**src/rtl/line_raster_pkg.sv**
```systemverilog
// Shared types and constants for the line rasteriser: FSM state encoding
// and the default coordinate width.
package line_raster_pkg;

  localparam int COORD_W_DEF = 10;

  typedef enum logic [1:0] {
    IDLE = 2'd0,
    RUN  = 2'd1,
    DONE = 2'd2
  } state_t;

endpackage

```
**src/rtl/line_step.sv**
```systemverilog
// One Bresenham step: from the current pixel and error term, produce the
// next pixel and error. Purely combinational.
module line_step #(
  parameter int W = 10
) (
  input  logic [W-1:0]        x,
  input  logic [W-1:0]        y,
  input  logic signed [W+1:0] err,
  input  logic signed [W+1:0] dx,
  input  logic signed [W+1:0] dy,
  input  logic                sx_neg,
  input  logic                sy_neg,
  output logic [W-1:0]        x_next,
  output logic [W-1:0]        y_next,
  output logic signed [W+1:0] err_next
);

  localparam logic [W-1:0] ONE = {{(W-1){1'b0}}, 1'b1};

  logic signed [W+2:0] e2;
  logic signed [W+2:0] dx_ext;
  logic signed [W+2:0] dy_ext;
  logic signed [W+2:0] err_acc;
  logic                step_x;
  logic                step_y;

  // One extra bit so 2*err and the double update cannot wrap.
  always_comb begin
    e2      = {err, 1'b0};
    dx_ext  = {dx[W+1], dx};
    dy_ext  = {dy[W+1], dy};
    step_x  = (e2 >= dy_ext);
    step_y  = (e2 <= dx_ext);
    err_acc = {err[W+1], err};
    if (step_x) err_acc = err_acc + dy_ext;
    if (step_y) err_acc = err_acc + dx_ext;
    err_next = err_acc[W+1:0];
    x_next   = x;
    y_next   = y;
    if (step_x) x_next = sx_neg ? (x - ONE) : (x + ONE);
    if (step_y) y_next = sy_neg ? (y - ONE) : (y + ONE);
  end

endmodule

```
**src/rtl/line_raster.sv**
```systemverilog
// Bresenham line rasteriser with a ready/valid pixel output.
// Define LINE_RASTER_CLIP_EN to suppress (and skip in one cycle) pixels
// beyond XMAX/YMAX.
module line_raster
  import line_raster_pkg::*;
#(
  parameter int COORD_W = COORD_W_DEF,
  parameter int XMAX    = 639,
  parameter int YMAX    = 479
) (
  input  logic               pclk,
  input  logic               rst,
  input  logic [COORD_W-1:0] stax,
  input  logic [COORD_W-1:0] stay,
  input  logic [COORD_W-1:0] endx,
  input  logic [COORD_W-1:0] endy,
  input  logic               go,
  output logic               busy,
  output logic               done,
  input  logic               ready,
  output logic               wr,
  output logic [COORD_W-1:0] x,
  output logic [COORD_W-1:0] y
);

  state_t state_reg, state_next;

  logic [COORD_W-1:0]        x_reg, y_reg, endx_reg, endy_reg;
  logic signed [COORD_W+1:0] err_reg, dx_reg, dy_reg;
  logic                      sx_neg_reg, sy_neg_reg;

  logic [COORD_W-1:0]        x_next, y_next;
  logic signed [COORD_W+1:0] err_next;

  logic                      load, accept, at_end, clipped;
  logic [COORD_W-1:0]        adx, ady;
  logic signed [COORD_W+1:0] dx_load, dy_load;

  assign adx     = (endx >= stax) ? (endx - stax) : (stax - endx);
  assign ady     = (endy >= stay) ? (endy - stay) : (stay - endy);
  assign dx_load = $signed({2'b00, adx});
  assign dy_load = -$signed({2'b00, ady});

`ifdef LINE_RASTER_CLIP_EN
  localparam logic [COORD_W:0] XLIM = (COORD_W+1)'(XMAX);
  localparam logic [COORD_W:0] YLIM = (COORD_W+1)'(YMAX);
  assign clipped = ({1'b0, x_reg} > XLIM) || ({1'b0, y_reg} > YLIM);
`else
  assign clipped = 1'b0;
`endif

  assign load   = go && (state_reg != RUN);
  assign accept = (state_reg == RUN) && (ready || clipped);
  assign at_end = (x_reg == endx_reg) && (y_reg == endy_reg);

  line_step #(.W(COORD_W)) u_step (
    .x        (x_reg),
    .y        (y_reg),
    .err      (err_reg),
    .dx       (dx_reg),
    .dy       (dy_reg),
    .sx_neg   (sx_neg_reg),
    .sy_neg   (sy_neg_reg),
    .x_next   (x_next),
    .y_next   (y_next),
    .err_next (err_next)
  );

  always_comb begin
    state_next = state_reg;
    busy       = 1'b0;
    done       = 1'b0;
    wr         = 1'b0;
    case (state_reg)
      IDLE: if (go) state_next = RUN;
      RUN: begin
        busy = 1'b1;
        wr   = !clipped;
        if (accept && at_end) state_next = DONE;
      end
      DONE: begin
        done       = 1'b1;
        state_next = go ? RUN : IDLE;
      end
      default: state_next = IDLE;
    endcase
  end

  always_ff @(posedge pclk or posedge rst) begin
    if (rst) begin
      state_reg  <= IDLE;
      x_reg      <= '0;
      y_reg      <= '0;
      err_reg    <= '0;
      dx_reg     <= '0;
      dy_reg     <= '0;
      endx_reg   <= '0;
      endy_reg   <= '0;
      sx_neg_reg <= 1'b0;
      sy_neg_reg <= 1'b0;
    end else begin
      state_reg <= state_next;
      if (load) begin
        x_reg      <= stax;
        y_reg      <= stay;
        endx_reg   <= endx;
        endy_reg   <= endy;
        sx_neg_reg <= (endx < stax);
        sy_neg_reg <= (endy < stay);
        dx_reg     <= dx_load;
        dy_reg     <= dy_load;
        err_reg    <= dx_load + dy_load;
      end else if (accept) begin
        x_reg   <= x_next;
        y_reg   <= y_next;
        err_reg <= err_next;
      end
    end
  end

  assign x = x_reg;
  assign y = y_reg;

endmodule

```
**config.mk**
```make
export PLATFORM = sky130hd
export DESIGN_NAME = line_raster
export DESIGN_NICKNAME = d
export VERILOG_FILES = /design/src/rtl/line_raster_pkg.sv /design/src/rtl/line_step.sv /design/src/rtl/line_raster.sv
export SDC_FILE = /design/constraint.sdc
export NUM_CORES = 1
export LEC_CHECK = 0
export CAP_MARGIN = 20
export CORE_ASPECT_RATIO = 0.6
export CORE_MARGIN = 8
export CORE_UTILIZATION = 35
export DETAILED_ROUTE_END_ITERATION = 10
export PLACE_DENSITY = 0.55
export SYNTH_ARGS = -nofsm -noshare
export SYNTH_HDL_FRONTEND = slang
export SYNTH_HIERARCHICAL = 1
export SYNTH_SLANG_ARGS = --single-unit
```
**constraint.sdc**
```tcl
create_clock -name pclk -period 6 [get_ports pclk]
set_clock_uncertainty 0.2 [all_clocks]
set_input_delay 1.8 -clock pclk [delete_from_list [all_inputs] [get_ports pclk]]
set_output_delay 1.8 -clock pclk [all_outputs]
set_load 0.01 [all_outputs]
```
==> metrics.txt, run 1 <==
run status finished clean; drt via density 5.07; Synth area leader dfrtp_1; DRC 0; placed instance area 10600 sq um; post-synthesis mux area share 0.0906; top cells by area, synth dfrtp_1 22%, ha_1 16%, nand2_1 6.2%; sequential area share after synthesis 0.223; Worst EP required 6.08 ns; register bit total from synthesis 78; Root Buffer clkbuf_16; Worst-Skew Late Latency 0.34 ns; HP Class register to register; Syn. warnings 6; Initial Utilization 0.359; Min Hold Slack 0.288 ns; final hold violations 0; actual slew at the worst max-slew pin 0.880 ns; RR Startpoint err_reg[2]; Detailed Route WL 26000 um; share of cells above drive strength 1 0.193; Synth Area in Compound Gates 0.204; total core area 24400 sq um; share of the synthesized area in the top cell type 0.223; Max Root-Sink Buffers 2; TritonCTS clock tree yes; r2r endpoint err_reg[10]; die height 139 um; most frequent cell after synthesis nand2_1; number of max-cap violations 0; vias in the first global route 7596; # IOs 67; f_max 171 MHz; largest net degree at the start of global routing 46; # setup viols final 0; die width 220 um; R2R depth 19; # port buffers 66; # rows 44; WHS Path Cells 2; Post-synth top flop dfrtp_1; relative slew slack 0.413; Adder-Cell Fraction of Synth Area 0.181; Avg Cell Area, Syn 8.42 sq um; post-DR wirelength/cell 16.9 um; Final WS setup 0.163 ns; CP arrival 5.92 ns; largest family of logic cells by synthesized area compound AO/OA/AOI/OAI gates; die footprint 30500 sq um; hold path endpoint dy_reg[11]; first-pass GRT wire length 41400 um; hpwl dp 21200 um; VDD IR max 0.244 mV; CP Launch Type input port; cell count after synthesis 1040; CP max FO 4; leakage power total 5.44 nW; DRT Pass-1 Iters 5; clk slew on worst S/H paths 0.06 ns; grt ovf 0; Slew Limit Fails 0; H-tree Lvls 3; initial DRC count 553; Cell Area, Synth 8750 sq um; synth cell count leaders 144 x nand2_1, 112 x ha_1, 97 x o21ai_0; Synth-to-Final Area Change 27.8%; Fill cells 2393; Placement Setup Slack -0.380 ns; R2R Setup Slk 0.95 ns; period utilization 0.973; Setup TNS Final 0 ns; Hold Crit Start dy_reg[11]; routability cong. 0.885; PD cells 569 nW/um^2; CP Class input port to register; antenna violations before repair 0; Clock Sinks 78; Post-Synth XOR/XNOR Area 0.0827; design area 11200 sq um; post-synthesis cell type count 77; DR vias 7802; Num CTS Buffers 9; Async S/R FF share, synth 1.00; RSZ-0062 raised after global routing true; Synth Area in Simple Gates 0.159; GRT Overall Usage 0.170; Post-synth EDFFs 0; final net count 1376; Final min period 5.84 ns; number of routed nets with antenna violations 0; diode count 0; Setup crit end kind register
worst max-delay path by stage:
stage / from / end / slack (ns) / depth (start not counted)
4_1_cts: stay[7] / err_reg[10] / 0.05 / 21
6_report: endy[7] / err_reg[11] / 0.16 / 21
2_1_floorplan: stax[5] / err_reg[11] / 0.21 / 20
3_5_place_dp: stay[7] / err_reg[10] / -0.38 / 21
5_1_grt: endy[0] / err_reg[11] / -0.05 / 22
3_3_place_gp: stay[7] / err_reg[10] / -0.30 / 21
area by class of cell:
type | count | area [sq um] | area share
Clock inverter | 6 | 93.8 | 0.00839
Sequential cell | 78 | 1950 | 0.174
Inverter | 93 | 350 | 0.0313
Tap cell | 322 | 403 | 0.0360
Clock buffer | 10 | 239 | 0.0214
Timing Repair Buffer | 193 | 1640 | 0.146
Multi-Input combinational cell | 836 | 6510 | 0.582
power breakdown:
group          internal [W]  switching (W)
clock              0.000379       0.000236
sequential         0.000766       0.000341
combinational       0.00234        0.00231
total               0.00348        0.00289
cell usage in the layout (no fill, tap or decap), drive strengths merged, types with 6 or more instances in the layout:
cell type and count:
and3 6, a31oi 11, nand2b 10, a21oi 51
dfrtp 78, xor2 35, nor2b 15, a21o 29
clkbuf 10, dlymetal6s2s 7, o31ai 6, buf 127
o21ai 104, nand2 144, fa 9, nand4 10
xnor2 45, o21a 15, inv 93, mux2 32
a21boi 6, nand3 16, ha 112, nor2 32
o211ai 8, nor3 26, mux2i 38, clkdlybuf4s50 59
routing by layer:
metal,GRT usage,routed length [um]
met1,0.275,14700
met2,0.227,9900
met3,0.0312,1300
met4,0.0236,132
met5,0,0
worst max-delay path, cell delays in order:
cell             delay [ns]
clkdlybuf4s50_1        0.54
ha_4                   0.23
a21o_1                 0.20
a221o_2                0.44
buf_4                  0.17
a41oi_4                0.21
o211ai_1               0.19
o211ai_4               0.17
buf_6                  0.15
nand2_1                0.07
xnor2_2                0.15
ha_1                   0.33
buf_4                  0.15
inv_1                  0.04
o21ai_0                0.10
a21oi_2                0.22
o21ai_2                0.10
nand3_1                0.09
nand2_1                0.07
a2111o_1               0.41
nand3_1                0.08
cell families after synthesis:
logic type / count (synthesis)
AOI/OAI and AO/OA: 274
and+or+nand+nor: 287
buffers and inverters: 128
muxes: 70
xor gates and xnor gates: 81
other: 1
adders and majority gates: 121
DFF: 78
stage by stage:
step | power, W | instances | util
detailed placement | 0.00563 | 1519 | 0.435
CTS | 0.00629 | 1535 | 0.449
finish | 0.00637 | 1538 | 0.459
floorplan | 0.00446 | 1042 | -
global placement | 0.00558 | 1519 | 0.435
global route | 0.00696 | 1538 | 0.459
what timing repair did:
item / in CTS / in global routing
hold buffers: 0 / 0
buffers inserted: 0 / 3
gates cloned: 0 / 0
endpoints found under the setup margin: 1 / 5
resized for setup: 2 / 45
pin swaps: 1 / 20
No activity file was read; power rests on OpenSTA's default activity.
==> run 2, diff against run 1 <==
Settings changed: GPL_TIMING_DRIVEN set to 0.
==> metrics.txt, run 2 (synthesized netlist as in run 1, its figures left out) <==
H-tree Lvls 3; Worst EP required 6.01 ns; Worst-Skew Late Latency 0.35 ns; TritonCTS clock tree yes; CP max FO 10; post-DR wirelength/cell 19.0 um; grt ovf 0; WHS Path Cells 2; CP arrival 5.90 ns; Hold Buf Count CTS 0; Setup crit end kind register; number of max-cap violations 0; Num CTS Buffers 9; CP startpoint stay[3]; f_max 170 MHz; Min Hold Slack 0.299 ns; period utilization 0.982; r2r endpoint err_reg[11]; Detailed Route WL 28000 um; PD cells 600 nW/um^2; vias in the first global route 7669; final net count 1307; hold path endpoint endx_reg[6]; number of routed nets with antenna violations 0; # rows 44; diode count 0; DRT Pass-1 Iters 6; final hold violations 0; relative slew slack 0.365; leakage power total 5.10 nW; Final min period 5.89 ns; CP Class input port to register; commonest non-fill, non-tap cell in the layout nand2_1; # setup viols final 0; largest net degree at the start of global routing 45; antenna violations before repair 0; initial DRC count 599; routability cong. 0.863; Root Buffer clkbuf_16; R2R Setup Slk 1.08 ns; die width 220 um; final core occ 0.442; VDD IR max 0.255 mV; CP Launch Type input port; Max Root-Sink Buffers 2; Clock Sinks 78; DRC 0; run status finished clean; Crit path largest cell delay 0.61 ns; clk slew on worst S/H paths 0.06 ns; R2R depth 21; GRT Overall Usage 0.183; CP Cell Sequence clkdlybuf4s50_1 -> inv_1 -> ha_1 -> clkbuf_4 -> nand3_2 -> a21o_4 -> a21oi_4 -> nor2_4 -> o211ai_1 -> nand3_1 -> nor3_4 -> xnor2_1 -> ha_1 -> nand2_1 -> nand2_1 -> a31oi_2 -> xnor2_1 -> o21ai_1; hpwl dp 22300 um; commonest cells after routing, fill and taps aside 142 x nand2_1, 104 x ha_1, 91 x inv_1, 91 x o21ai_0, 78 x dfrtp_1; die footprint 30500 sq um; # IOs 67; Hold Crit Start endx_reg[6]; HP Class register to register; first-pass GRT wire length 43800 um; slowest CP cell o211ai_1; Slew Limit Fails 0; Synth-to-Final Area Change 23.2%; share of cells above drive strength 1 0.141; RR Startpoint dy_reg[3]; total core area 24400 sq um; DR vias 7799; Initial Utilization 0.359; die height 139 um; actual slew at the worst max-slew pin 0.952 ns; # port buffers 66; drt via density 5.31
-- run 2: cell types whose count changed in the layout (fill, tap and decap cells not counted), sizes merged, moves of 2 or more --
cell / previous run / this run
dlygate4sd2: 0 / 5
buf: 127 / 41
clkinv: 3 / 1
clkbuf: 10 / 28
clkdlybuf4s50: 59 / 52
-- run 2: what timing repair did --
| item | 4_1_cts | 5_1_grt |
|---|---|---|
| gates cloned | 0 | 0 |
| resized for setup | 39 | 52 |
| endpoints found under the setup margin | 7 | 5 |
| setup buffers | 10 | 14 |
| pin swaps | 11 | 24 |
-- run 2: worst max-delay path: cells and delay by family --
| family | cells | cell delay, ns |
|---|---|---|
| fa+ha+maj | 2 | 0.64 |
| compound gates | 5 | 1.36 |
| simple gates | 6 | 0.94 |
| buf+inv | 3 | 0.81 |
| xor+xnor | 2 | 0.32 |
-- run 2: layout make-up --
class                   instances  area [sq um]
plain buffers                  33           181
clock buffers                  11           253
clock inverters                 5           104
fillers                      2451         13600
inverters                      93           352
multi-input cells             836          6640
flip-flops and latches         78          1950
well taps                     322           403
repair buffers                 91           898
-- run 2: worst max-delay path by stage --
stage	end	depth (start not counted)
2_1_floorplan	err_reg[11]	20
3_3_place_gp	err_reg[11]	21
3_5_place_dp	err_reg[11]	21
4_1_cts	err_reg[10]	19
5_1_grt	err_reg[10]	18
6_report	err_reg[10]	18
-- run 2: metal layers --
layer,wire [um],track usage
met1,15000,0.292
met2,10900,0.251
met3,1770,0.0333
met4,258,0.0243
met5,0,0
-- run 2: per-stage QoR --
stage / setup slack (ns) / instances / total power [W] / TNS (ns) / instance area [sq um]
finish: 0.109 / 1469 / 0.00647 / 0 / 10800
global route: -0.0438 / 1469 / 0.00704 / -0.0814 / 10800
floorplan: 0.209 / 1042 / 0.00446 / 0 / 8760
global placement: -1.07 / 1430 / 0.00550 / -5.77 / 9830
CTS: 0.00284 / 1455 / 0.00635 / 0 / 10400
detailed placement: -1.04 / 1431 / 0.00557 / -5.76 / 9860
-- run 2: power breakdown --
| part | switching [W] | total [W] | leakage (nW) | internal [W] |
|---|---|---|---|---|
| Combinational | 0.00240 | 0.00468 | 3.94 | 0.00228 |
| Clock | 0.000230 | 0.000660 | 0.176 | 0.000430 |
| Sequential | 0.000358 | 0.00112 | 0.992 | 0.000766 |
| Total | 0.00299 | 0.00647 | 5.10 | 0.00348 |
==> run 3, diff against run 2 <==
Settings changed: PLACE_DENSITY 0.55 to not set.
==> metrics.txt, run 3 (synthesized netlist as in run 1, its figures left out) <==
run status finished clean; hpwl dp 21800 um; placed instance area 9860 sq um; antenna violations before repair 0; Seq pwr share 0.175; Synth-to-Final Area Change 22.9%; switching share of power 0.467; CP Launch Type input port; R2R Setup Slk 1.07 ns; Placement Setup Slack -1.04 ns; CP Class input port to register; number of max-cap violations 0; leakage power total 5.07 nW; largest net degree at the start of global routing 69; DRC 0; first-pass GRT wire length 43400 um; period utilization 0.985; commonest cells after routing, fill and taps aside 142 x nand2_1, 104 x ha_1, 92 x o21ai_0, 91 x inv_1, 78 x dfrtp_1; CP Cell Sequence clkdlybuf4s50_1 -> ha_4 -> and2_1 -> a221o_2 -> a41o_4 -> nor2_4 -> o211ai_4 -> buf_12 -> xor2_4 -> ha_4 -> nor2b_1 -> o21ai_1 -> a21boi_2 -> o21a_1 -> o21ai_2 -> nand2b_1 -> a21o_1 -> a31oi_2 -> xnor2_1 -> o21ai_1; Int Power 0.00342 W; H-tree Lvls 3; total power 0.00643 W; routability cong. 0.888; design area 10800 sq um; met1 wire length 14600 um; # IOs 67; die width 220 um; buffers plus inverters on the worst setup path 2; post-DR wirelength/cell 19.0 um; actual slew at the worst max-slew pin 0.991 ns; Max Root-Sink Buffers 2; Crit path largest cell delay 0.54 ns; f_max 169 MHz; Worst EP required 6.00 ns; non-filler instance count after layout 1466; DR top layer met4; DR WL met3 1930 um; Fill cells 2405; slowest CP cell clkdlybuf4s50_1; Setup crit end kind register; Worst-Skew Late Latency 0.34 ns; CP max FO 5; clk slew on worst S/H paths 0.06 ns; final hold violations 0; Num CTS Buffers 9; CP arrival 5.92 ns; relative slew slack 0.339; # setup viols final 0; initial DRC count 616; Detailed Route WL 27800 um; Min Hold Slack 0.301 ns; PD cells 597 nW/um^2; Logic pwr share 0.731; dpl cells 1431; HP Class register to register; vias in the first global route 7712; Final WS setup 0.0871 ns; final net count 1304; total core area 24400 sq um; Met2 Routed Length 10900 um; commonest non-fill, non-tap cell in the layout nand2_1; GRT Overall Usage 0.179; die height 139 um; # rows 44; Clock Sinks 78; CP top delay family compound AO/OA/AOI/OAI gates; drt via density 5.42; Final min period 5.91 ns; diode count 0; VDD IR max 0.262 mV; Slew Limit Fails 0; DR vias 7941; # port buffers 66; Sw Pwr 0.00300 W; number of routed nets with antenna violations 0; die footprint 30500 sq um; Root Buffer clkbuf_16; DRT Pass-1 Iters 5; TritonCTS clock tree yes; Initial Utilization 0.359; share of cells above drive strength 1 0.138; power share of the clock group 0.094; grt ovf 0
[run 3: cell types whose count changed in the layout (fill, tap and decap cells not counted), sizes merged]
cell | previous run | this run
clkbuf | 28 | 25
buf | 41 | 40
bufinv | 3 | 2
clkdlybuf4s50 | 52 | 51
clkinv | 1 | 2
clkinvlp | 0 | 1
dlymetal6s2s | 8 | 9
[run 3: repair_timing]
action | 4_1_cts | 5_1_grt
gates resized for setup | 39 | 58
hold buffers | 0 | 0
setup buffers | 9 | 13
pin swaps | 7 | 24
endpoints found under the setup margin | 7 | 5
gates cloned | 0 | 0
[run 3: worst register-to-register path, cell delays in order (launching register included)]
cell	delay [ns]
dfrtp_1	0.47
ha_1	0.37
a41oi_1	0.20
o21ai_1	0.12
a21oi_2	0.19
nand4b_1	0.13
o22ai_2	0.24
buf_6	0.22
mux2i_1	0.34
ha_1	0.31
a211o_1	0.34
a2111oi_2	0.43
nor3_1	0.18
o221ai_2	0.22
xnor2_1	0.14
nor2_1	0.06
xnor2_1	0.18
mux2i_1	0.15
nor2_1	0.06
a31oi_1	0.16
nand3_1	0.09
[run 3: cell type report]
type | instances | area, sq um | share of cell area
Timing Repair Buffer | 89 | 886 | 0.0823
Inverter | 93 | 352 | 0.0327
Sequential cell | 78 | 1950 | 0.181
Clock inverter | 6 | 93.8 | 0.00872
Clock buffer | 10 | 229 | 0.0213
Multi-Input combinational cell | 836 | 6660 | 0.619
Buffer | 32 | 189 | 0.0176
Tap cell | 322 | 403 | 0.0374
[run 3: path summary, 6_finish.rpt]
kind,start,endpoint,cells past startpoint
hold reg to reg,endy_reg[8],endy_reg[8],2
max in group asynchronous,rst,endy_reg[1],3
setup / recovery,endy[8],err_reg[10],20
setup reg to reg,err_reg[2],err_reg[11],20
min in group asynchronous,rst,y[7],2
hold / removal,endy_reg[8],endy_reg[8],2
[run 3: per-layer routing]
| metal | GRT usage | up-vias |
|---|---|---|
| met5 | 0 | - |
| met4 | 0.0338 | 0 |
| met3 | 0.0392 | 23 |
| met2 | 0.245 | 250 |
| met1 | 0.278 | 3821 |
| li1 | - | 3847 |
[run 3: metrics by stage]
step	setup TNS, ns	utilization
finish	0	0.441
global route	-0.0537	0.441
CTS	-0.0168	0.426
detailed placement	-5.41	0.404
global placement	-4.52	0.403
floorplan	0	-
[run 3: power groups by stage]
| stage | Combinational (W) | Sequential, W | Clock, W |
|---|---|---|---|
| CTS | 0.00455 | 0.00111 | 0.000610 |
| global placement | 0.00437 | 0.00112 | 0 |
| detailed placement | 0.00444 | 0.00112 | 0 |
| global route | 0.00520 | 0.00116 | 0.000630 |
| floorplan | 0.00345 | 0.00100 | 0 |
| finish | 0.00470 | 0.00113 | 0.000604 |
